[config.mk]
export PLATFORM = sky130hd
export DESIGN_NAME = uart_rx_dma_ctrl
export DESIGN_NICKNAME = d
export VERILOG_FILES = /design/src/rtl/uart_rx_dma_ctrl_pkg.sv /design/src/rtl/uart_rx_dma_ctrl_byte_fifo.sv /design/src/rtl/uart_rx_dma_ctrl.sv
export SDC_FILE = /design/constraint.sdc
export NUM_CORES = 1
export LEC_CHECK = 0
export ABC_AREA = 1
export BUFFER_PORTS_ARGS = -buffer_cell sky130_fd_sc_hd__buf_2
export CORE_ASPECT_RATIO = 1.4
export CORE_UTILIZATION = 45
export CTS_BUF_LIST = sky130_fd_sc_hd__clkbuf_16
export CTS_CLUSTER_DIAMETER = 40
export DETAILED_ROUTE_END_ITERATION = 10
export HOLD_SLACK_MARGIN = 0.06
export PLACE_DENSITY_LB_ADDON = 0.12
export SLEW_MARGIN = 5
export SYNTH_ARGS = -nofsm -noshare
export SYNTH_HDL_FRONTEND = slang
export SYNTH_SLANG_ARGS = --single-unit
[constraint.sdc]
create_clock -name clk -period 3.91 [get_ports clk]
set_input_delay 0.9775 -clock clk [delete_from_list [all_inputs] [get_ports clk]]
set_output_delay 0.9775 -clock clk [all_outputs]
set_load 0.01 [all_outputs]
[src/rtl/uart_rx_dma_ctrl_pkg.sv]
// Shared encodings for the UART-RX DMA controller: config register map,
// control register bit positions and the channel FSM states.
package uart_rx_dma_ctrl_pkg;

  localparam logic [1:0] CFG_BASE   = 2'd0;
  localparam logic [1:0] CFG_LENGTH = 2'd1;
  localparam logic [1:0] CFG_CTRL   = 2'd2;
  localparam logic [1:0] CFG_THRESH = 2'd3;

  localparam int CTRL_ENABLE   = 0;
  localparam int CTRL_CIRCULAR = 1;
  localparam int CTRL_CLEAR    = 2;

  typedef enum logic [1:0] {
    ST_IDLE = 2'd0,
    ST_ARM  = 2'd1,
    ST_RUN  = 2'd2,
    ST_DONE = 2'd3
  } dma_state_e;

endpackage

[src/rtl/uart_rx_dma_ctrl_byte_fifo.sv]
// Small synchronous byte FIFO with a look-ahead head output. A push into a
// full FIFO is still accepted when a pop happens in the same cycle.
module uart_rx_dma_ctrl_byte_fifo #(
  parameter int DEPTH  = 4,
  parameter int DATA_W = 8
) (
  input  logic              clk,
  input  logic              reset_n,
  input  logic              flush,
  input  logic              push,
  input  logic              pop,
  input  logic [DATA_W-1:0] push_data,
  output logic [DATA_W-1:0] head,
  output logic              full,
  output logic              empty
);

  localparam int AW = $clog2(DEPTH);

  logic [DATA_W-1:0] mem [DEPTH];
  logic [AW:0]       wr_ptr;
  logic [AW:0]       rd_ptr;
  logic              do_push;
  logic              do_pop;

  // Extra pointer MSB distinguishes full from empty when the indices match.
  assign empty   = (wr_ptr == rd_ptr);
  assign full    = (wr_ptr[AW] != rd_ptr[AW]) && (wr_ptr[AW-1:0] == rd_ptr[AW-1:0]);
  assign do_pop  = pop && !empty;
  assign do_push = push && (!full || do_pop);
  assign head    = mem[rd_ptr[AW-1:0]];

  always_ff @(posedge clk or negedge reset_n) begin
    if (!reset_n) begin
      wr_ptr <= '0;
      rd_ptr <= '0;
    end else if (flush) begin
      wr_ptr <= '0;
      rd_ptr <= '0;
    end else begin
      if (do_push) wr_ptr <= wr_ptr + 1'b1;
      if (do_pop)  rd_ptr <= rd_ptr + 1'b1;
    end
  end

  always_ff @(posedge clk) begin
    if (do_push && !flush) mem[wr_ptr[AW-1:0]] <= push_data;
  end

endmodule

[src/rtl/uart_rx_dma_ctrl.sv]
// Shares the blockram port between the CPU data path and a UART-RX DMA channel
// that drains a byte FIFO into a linear or circular RAM buffer.
module uart_rx_dma_ctrl
  import uart_rx_dma_ctrl_pkg::*;
#(
  parameter int FIFO_DEPTH = 4,
  parameter int STARVE_MAX = 8
) (
  input  logic        clk,
  input  logic        reset_n,
  input  logic [31:0] cpu_addr,
  input  logic [31:0] cpu_wdata,
  input  logic [3:0]  cpu_be,
  input  logic        cpu_read,
  input  logic        cpu_write,
  output logic [31:0] cpu_rdata,
  output logic        cpu_stall,
  input  logic        rx_valid,
  input  logic [7:0]  rx_data,
  input  logic        cfg_we,
  input  logic [1:0]  cfg_sel,
  input  logic [31:0] cfg_wdata,
  output logic        ram_we,
  output logic [3:0]  ram_be,
  output logic [31:0] ram_addr,
  output logic [31:0] ram_wdata,
  input  logic [31:0] ram_rdata,
  output logic [31:0] wr_count,
  output logic        irq,
  output logic        overflow
);

  localparam int SW = $clog2(STARVE_MAX + 1);
  localparam logic [SW-1:0] STARVE_LIM = SW'(STARVE_MAX);

  function automatic logic [31:0] sat_inc32(input logic [31:0] v);
    return (v == '1) ? v : v + 32'd1;
  endfunction

  function automatic logic [SW-1:0] sat_inc_starve(input logic [SW-1:0] v);
    return (v >= STARVE_LIM) ? STARVE_LIM : v + 1'b1;
  endfunction

  dma_state_e  state_q, state_d;
  logic [31:0] base_q, length_q, thresh_q, ptr_q;
  logic        enable_q, circular_q;
  logic [SW-1:0] starve_q;

  logic        fifo_full, fifo_empty, fifo_push;
  logic [7:0]  fifo_head;
  logic        cpu_req, cpu_gnt, dma_ok, dma_gnt;
  logic        last_byte, done_evt, thresh_evt, ovf_evt, clear_pulse;
  logic [31:0] abs_addr, wr_count_inc;

  assign cpu_rdata    = ram_rdata;
  assign cpu_req      = cpu_read || cpu_write;
  assign dma_ok       = !fifo_empty && (state_q == ST_RUN);
  assign fifo_push    = rx_valid && (state_q == ST_RUN);
  assign abs_addr     = base_q + ptr_q;
  assign last_byte    = (ptr_q == length_q - 32'd1);
  assign wr_count_inc = sat_inc32(wr_count);
  assign done_evt     = dma_gnt && last_byte && !circular_q;
  assign thresh_evt   = dma_gnt && (thresh_q != '0) && (wr_count_inc != wr_count)
                        && (wr_count_inc == thresh_q);
  assign ovf_evt      = rx_valid && (((state_q == ST_RUN) && fifo_full && !dma_gnt)
                                     || (state_q == ST_DONE));
  assign clear_pulse  = cfg_we && (cfg_sel == CFG_CTRL) && cfg_wdata[CTRL_CLEAR];

  uart_rx_dma_ctrl_byte_fifo #(
    .DEPTH  (FIFO_DEPTH),
    .DATA_W (8)
  ) u_byte_fifo (
    .clk       (clk),
    .reset_n   (reset_n),
    .flush     (state_q == ST_ARM),
    .push      (fifo_push),
    .pop       (dma_gnt),
    .push_data (rx_data),
    .head      (fifo_head),
    .full      (fifo_full),
    .empty     (fifo_empty)
  );

  // CPU wins unless the DMA has been starved long enough; port muxed combinationally.
  always_comb begin
    cpu_gnt   = cpu_req && ((starve_q < STARVE_LIM) || fifo_empty);
    dma_gnt   = !cpu_gnt && dma_ok;
    cpu_stall = cpu_req && !cpu_gnt;
    ram_we    = 1'b0;
    ram_be    = '0;
    ram_addr  = '0;
    ram_wdata = '0;
    if (cpu_gnt) begin
      ram_we    = cpu_write;
      ram_be    = cpu_be;
      ram_addr  = cpu_addr;
      ram_wdata = cpu_wdata;
    end else if (dma_gnt) begin
      ram_we    = 1'b1;
      ram_be    = 4'b0001 << abs_addr[1:0];
      ram_addr  = {abs_addr[31:2], 2'b00};
      ram_wdata = {4{fifo_head}};
    end
  end

  always_comb begin
    state_d = state_q;
    if (!enable_q) begin
      state_d = ST_IDLE;
    end else begin
      case (state_q)
        ST_IDLE: if (length_q != '0) state_d = ST_ARM;
        ST_ARM:  state_d = ST_RUN;
        ST_RUN:  if (done_evt) state_d = ST_DONE;
        default: state_d = state_q;
      endcase
    end
  end

  always_ff @(posedge clk or negedge reset_n) begin
    if (!reset_n) begin
      base_q     <= '0;
      length_q   <= '0;
      thresh_q   <= '0;
      enable_q   <= 1'b0;
      circular_q <= 1'b0;
    end else if (cfg_we) begin
      case (cfg_sel)
        CFG_BASE:   if (state_q == ST_IDLE) base_q <= cfg_wdata;
        CFG_LENGTH: if (state_q == ST_IDLE) length_q <= cfg_wdata;
        CFG_CTRL: begin
          enable_q   <= cfg_wdata[CTRL_ENABLE];
          circular_q <= cfg_wdata[CTRL_CIRCULAR];
        end
        default:    thresh_q <= cfg_wdata;
      endcase
    end
  end

  // Status set events take priority over a simultaneous clear.
  always_ff @(posedge clk or negedge reset_n) begin
    if (!reset_n) begin
      state_q  <= ST_IDLE;
      ptr_q    <= '0;
      starve_q <= '0;
      wr_count <= '0;
      irq      <= 1'b0;
      overflow <= 1'b0;
    end else begin
      state_q <= state_d;
      if (state_q == ST_ARM) begin
        ptr_q    <= '0;
        wr_count <= '0;
      end else if (dma_gnt) begin
        ptr_q    <= last_byte ? '0 : ptr_q + 32'd1;
        wr_count <= wr_count_inc;
      end
      if (!dma_ok || dma_gnt) starve_q <= '0;
      else                    starve_q <= sat_inc_starve(starve_q);
      irq      <= (irq && !clear_pulse) || done_evt || thresh_evt;
      overflow <= (overflow && !clear_pulse) || ovf_evt;
    end
  end

endmodule

==> results.cfg <==
[critical_path]
cp-start-kind = flop
crit_required_ns = 2.93
worstPathArrival_ns = 2.87
reg2reg_to = irq$_DFF_PN0_
cp_max_fo = 5
critical_path.endpoint = ram_addr[18]
rrSetupSlack_ns = 0.53
path_class = reg2out
r2r_cells = 14
end_kind = primary output
r2r_start = wr_count[5]$_DFFE_PN0P_
setup.worst_path.start = ptr_q[0]$_DFFE_PN0P_

[global_routing]
grt_pass1_vias = 14000
antenna_found_initial = 1
use_met2_pct = 57.4
grt_pass1_wl_mm = 75.6
top_usage_layer = met2
grt_start_max_net_pins = 78
grt_use_total_pct = 29.8
grtUsageMet1_pct = 31.7
grt_use_met3_pct = 2.97
overflow = 0

[clock_network]
ctsHoldBuffers = 0
htree_levels = 1
clkSinkCount = 208
cts_root_buffer = clkbuf_16
clock_latency_ns = 0.59
clk_pin_slew_ns = 0.06
cts_tree = yes
cts_buffer_depth = 3
numCtsBuffers = 29

[final_layout]
instances_no_fill = 2712
area_growth_pct = 19.3
nets = 2488
drive_gt1_share_pct = 17.9
nFillCells = 3100

[drt]
wl_per_cell_um = 18.1
dr.pass1.iters = 5
via_per_inst = 5.32
drc_errors = 0
drtIter0Drc = 932
wl_mm = 49.1
antenna_left = 0
vias = 14400

[sta]
holdWs_ns = 0.423
rsz0062_at_grt = true
slew_violations = 0
tightest_slew_ns = 1.10
slew_headroom_pct = 26.6
tns_ns = 0
hold_viol = 0
fin_crit_sh_pct = 98.5
max_freq_mhz = 260
skew_ns = 0.0284
period_needed_ns = 3.85
setup_viol = 0

[synth]
syn_area_per_cell_sq_um = 6.92
synth_seq_cells = 208
ys_warn_count = 0
ys_types = 46
yosysMostFrequentCell = nand2_1
synth-edff-count = 32
syn-num-nets = 2286
synth_top_area_share_pct = 30.4
synthCells = 2092
ys_top_cells_by_area = dfrtp_1 30%, nand2_1 17%, o21ai_0 7.3%
async_flop_share_pct = 84.6
ys_seq_area_share_pct = 37.1
synth_top_cell_by_area = dfrtp_1
synth.top_cells.by_count = 649 x nand2_1, 252 x inv_1, 210 x o21ai_0
netlist_area_sq_mm = 0.0145
ys.flop_type = dfrtp_1

[placement]
gp_congestion = 1.02
place_inst = 2644
port_buffers = 219
dp_hpwl_mm = 38.6

[power]
p_leak_nw = 8.79
ir_worst_vdd_mv = 0.397
p_total_mw = 8.62
p_per_area_mw_per_mm2 = 499

[die]
ios = 284
chipWidth_um = 154
rows = 77
dieArea_sq_mm = 0.0329
die_h_um = 214
initial_core_util_pct = 45.8
core_sq_mm = 0.0316

[run_status]
status = completed

[hold_path]
worstHoldPathType = in2async

[job]
cap_violations = 0
[routing by layer]
layer,vias to the layer above,wire [um]
li1,7155,-
met1,6712,18300
met2,435,26400
met3,122,1990
met4,0,2470
met5,-,0
[layout by cell type (no fill, tap or decap), types with 7 or more instances in the layout]
cell and instances:
ha_2 8, dfrtp_1 166, edfxtp_1 32, o21bai_1 7, o2111ai_1 7, inv_2 8, nor3_1 31, buf_4 39
clkbuf_16 31, buf_2 218, o32ai_1 8, xor2_1 53, nand3b_1 7, a21oi_1 58, o22ai_1 9, ha_1 31
dfrtp_2 10, a21oi_2 8, o21ai_0 200, nor2_1 199, xnor2_1 21, nand2_1 634, nand4_1 42, nand3_1 97
inv_1 252, nand2_2 17
[what timing repair did]
item	in CTS	in global routing
buffers inserted	4	10
resized for setup	36	54
endpoints found under the setup margin	28	18
pin swaps	3	15
[stage by stage]
step                      area (sq um)  utilization, %  worst slack [ns]
after floorplan                  14500               -             0.708
after global placement           15800            50.0             0.228
after detailed placement         15800            50.0             0.162
after CTS                        17000            53.7            0.0136
after global routing             17300            54.6           -0.0869
final                            17300            54.6            0.0587
[sequential cells by signal (all words and copies together), names as in the netlist]
register and flops:
u_byte_fifo.mem 32, length_q 32, wr_count 32, starve_q 4
enable_q 1, overflow 1, u_byte_fifo.rd_ptr 3, irq 1
base_q 32, thresh_q 32, state_q 2, u_byte_fifo.wr_ptr 3
circular_q 1, ptr_q 32
[kinds of logic (layout without fill, tap and decap cells)]
kind of cell    after synthesis  count (layout)  share of synthesized area (%)
xor+xnor                     75              75                           4.64
buf+inv                     352             576                           10.3
simple gates               1066            1066                           30.7
compound gates              345             345                           13.2
other cells                   0               1                              0
fa+ha+maj                    46              46                           4.03
flops                       208             208                           37.1
[cell type report]
cell class	count	area, sq um	share of cell area (%)
Inverter	261	980	5.68
Clock buffer	31	776	4.50
Timing Repair Buffer	262	1450	8.42
Tap cell	395	494	2.86
Antenna cell	1	2.50	0.0145
Multi-Input combinational cell	1532	7910	45.8
Clock inverter	22	262	1.52
Sequential cell	208	5380	31.2
[critical path, cell delays in order, from the launching register on]
cell and delay [ns]:
dfrtp_1 0.39, ha_4 0.16, fa_2 0.23, nand2_4 0.07, a21oi_4 0.18, nand3_2 0.11, nand2_4 0.15, nand4_1 0.12
nand2_2 0.13, nand2_2 0.07, nand2_4 0.10, a21boi_2 0.06, or2_2 0.27, nand3_1 0.07, nand2_1 0.05, buf_2 0.13
[report_power, final]
part	internal (mW)	switching, mW	total (mW)	leakage (nW)
clock	1.63	1.15	2.78	0.512
combinational	0.975	1.80	2.78	5.70
sequential	2.60	0.464	3.06	2.58
[worst min-delay path by stage]
stage | startpoint | end | slack [ns] | cells after the start
final | reset_n | wr_count[6]$_DFFE_PN0P_ | 0.42 | 1
after CTS | reset_n | thresh_q[8]$_DFFE_PN0P_ | 0.45 | 1
after detailed placement | u_byte_fifo.rd_ptr[2]$_DFFE_PN0P_ | u_byte_fifo.rd_ptr[2]$_DFFE_PN0P_ | 0.48 | 1
after floorplan | starve_q[0]$_DFF_PN0_ | starve_q[0]$_DFF_PN0_ | 0.45 | 1
after global placement | u_byte_fifo.rd_ptr[2]$_DFFE_PN0P_ | u_byte_fifo.rd_ptr[2]$_DFFE_PN0P_ | 0.47 | 1
after global routing | reset_n | wr_count[7]$_DFFE_PN0P_ | 0.48 | 1
No activity file was read; power rests on OpenSTA's default activity.
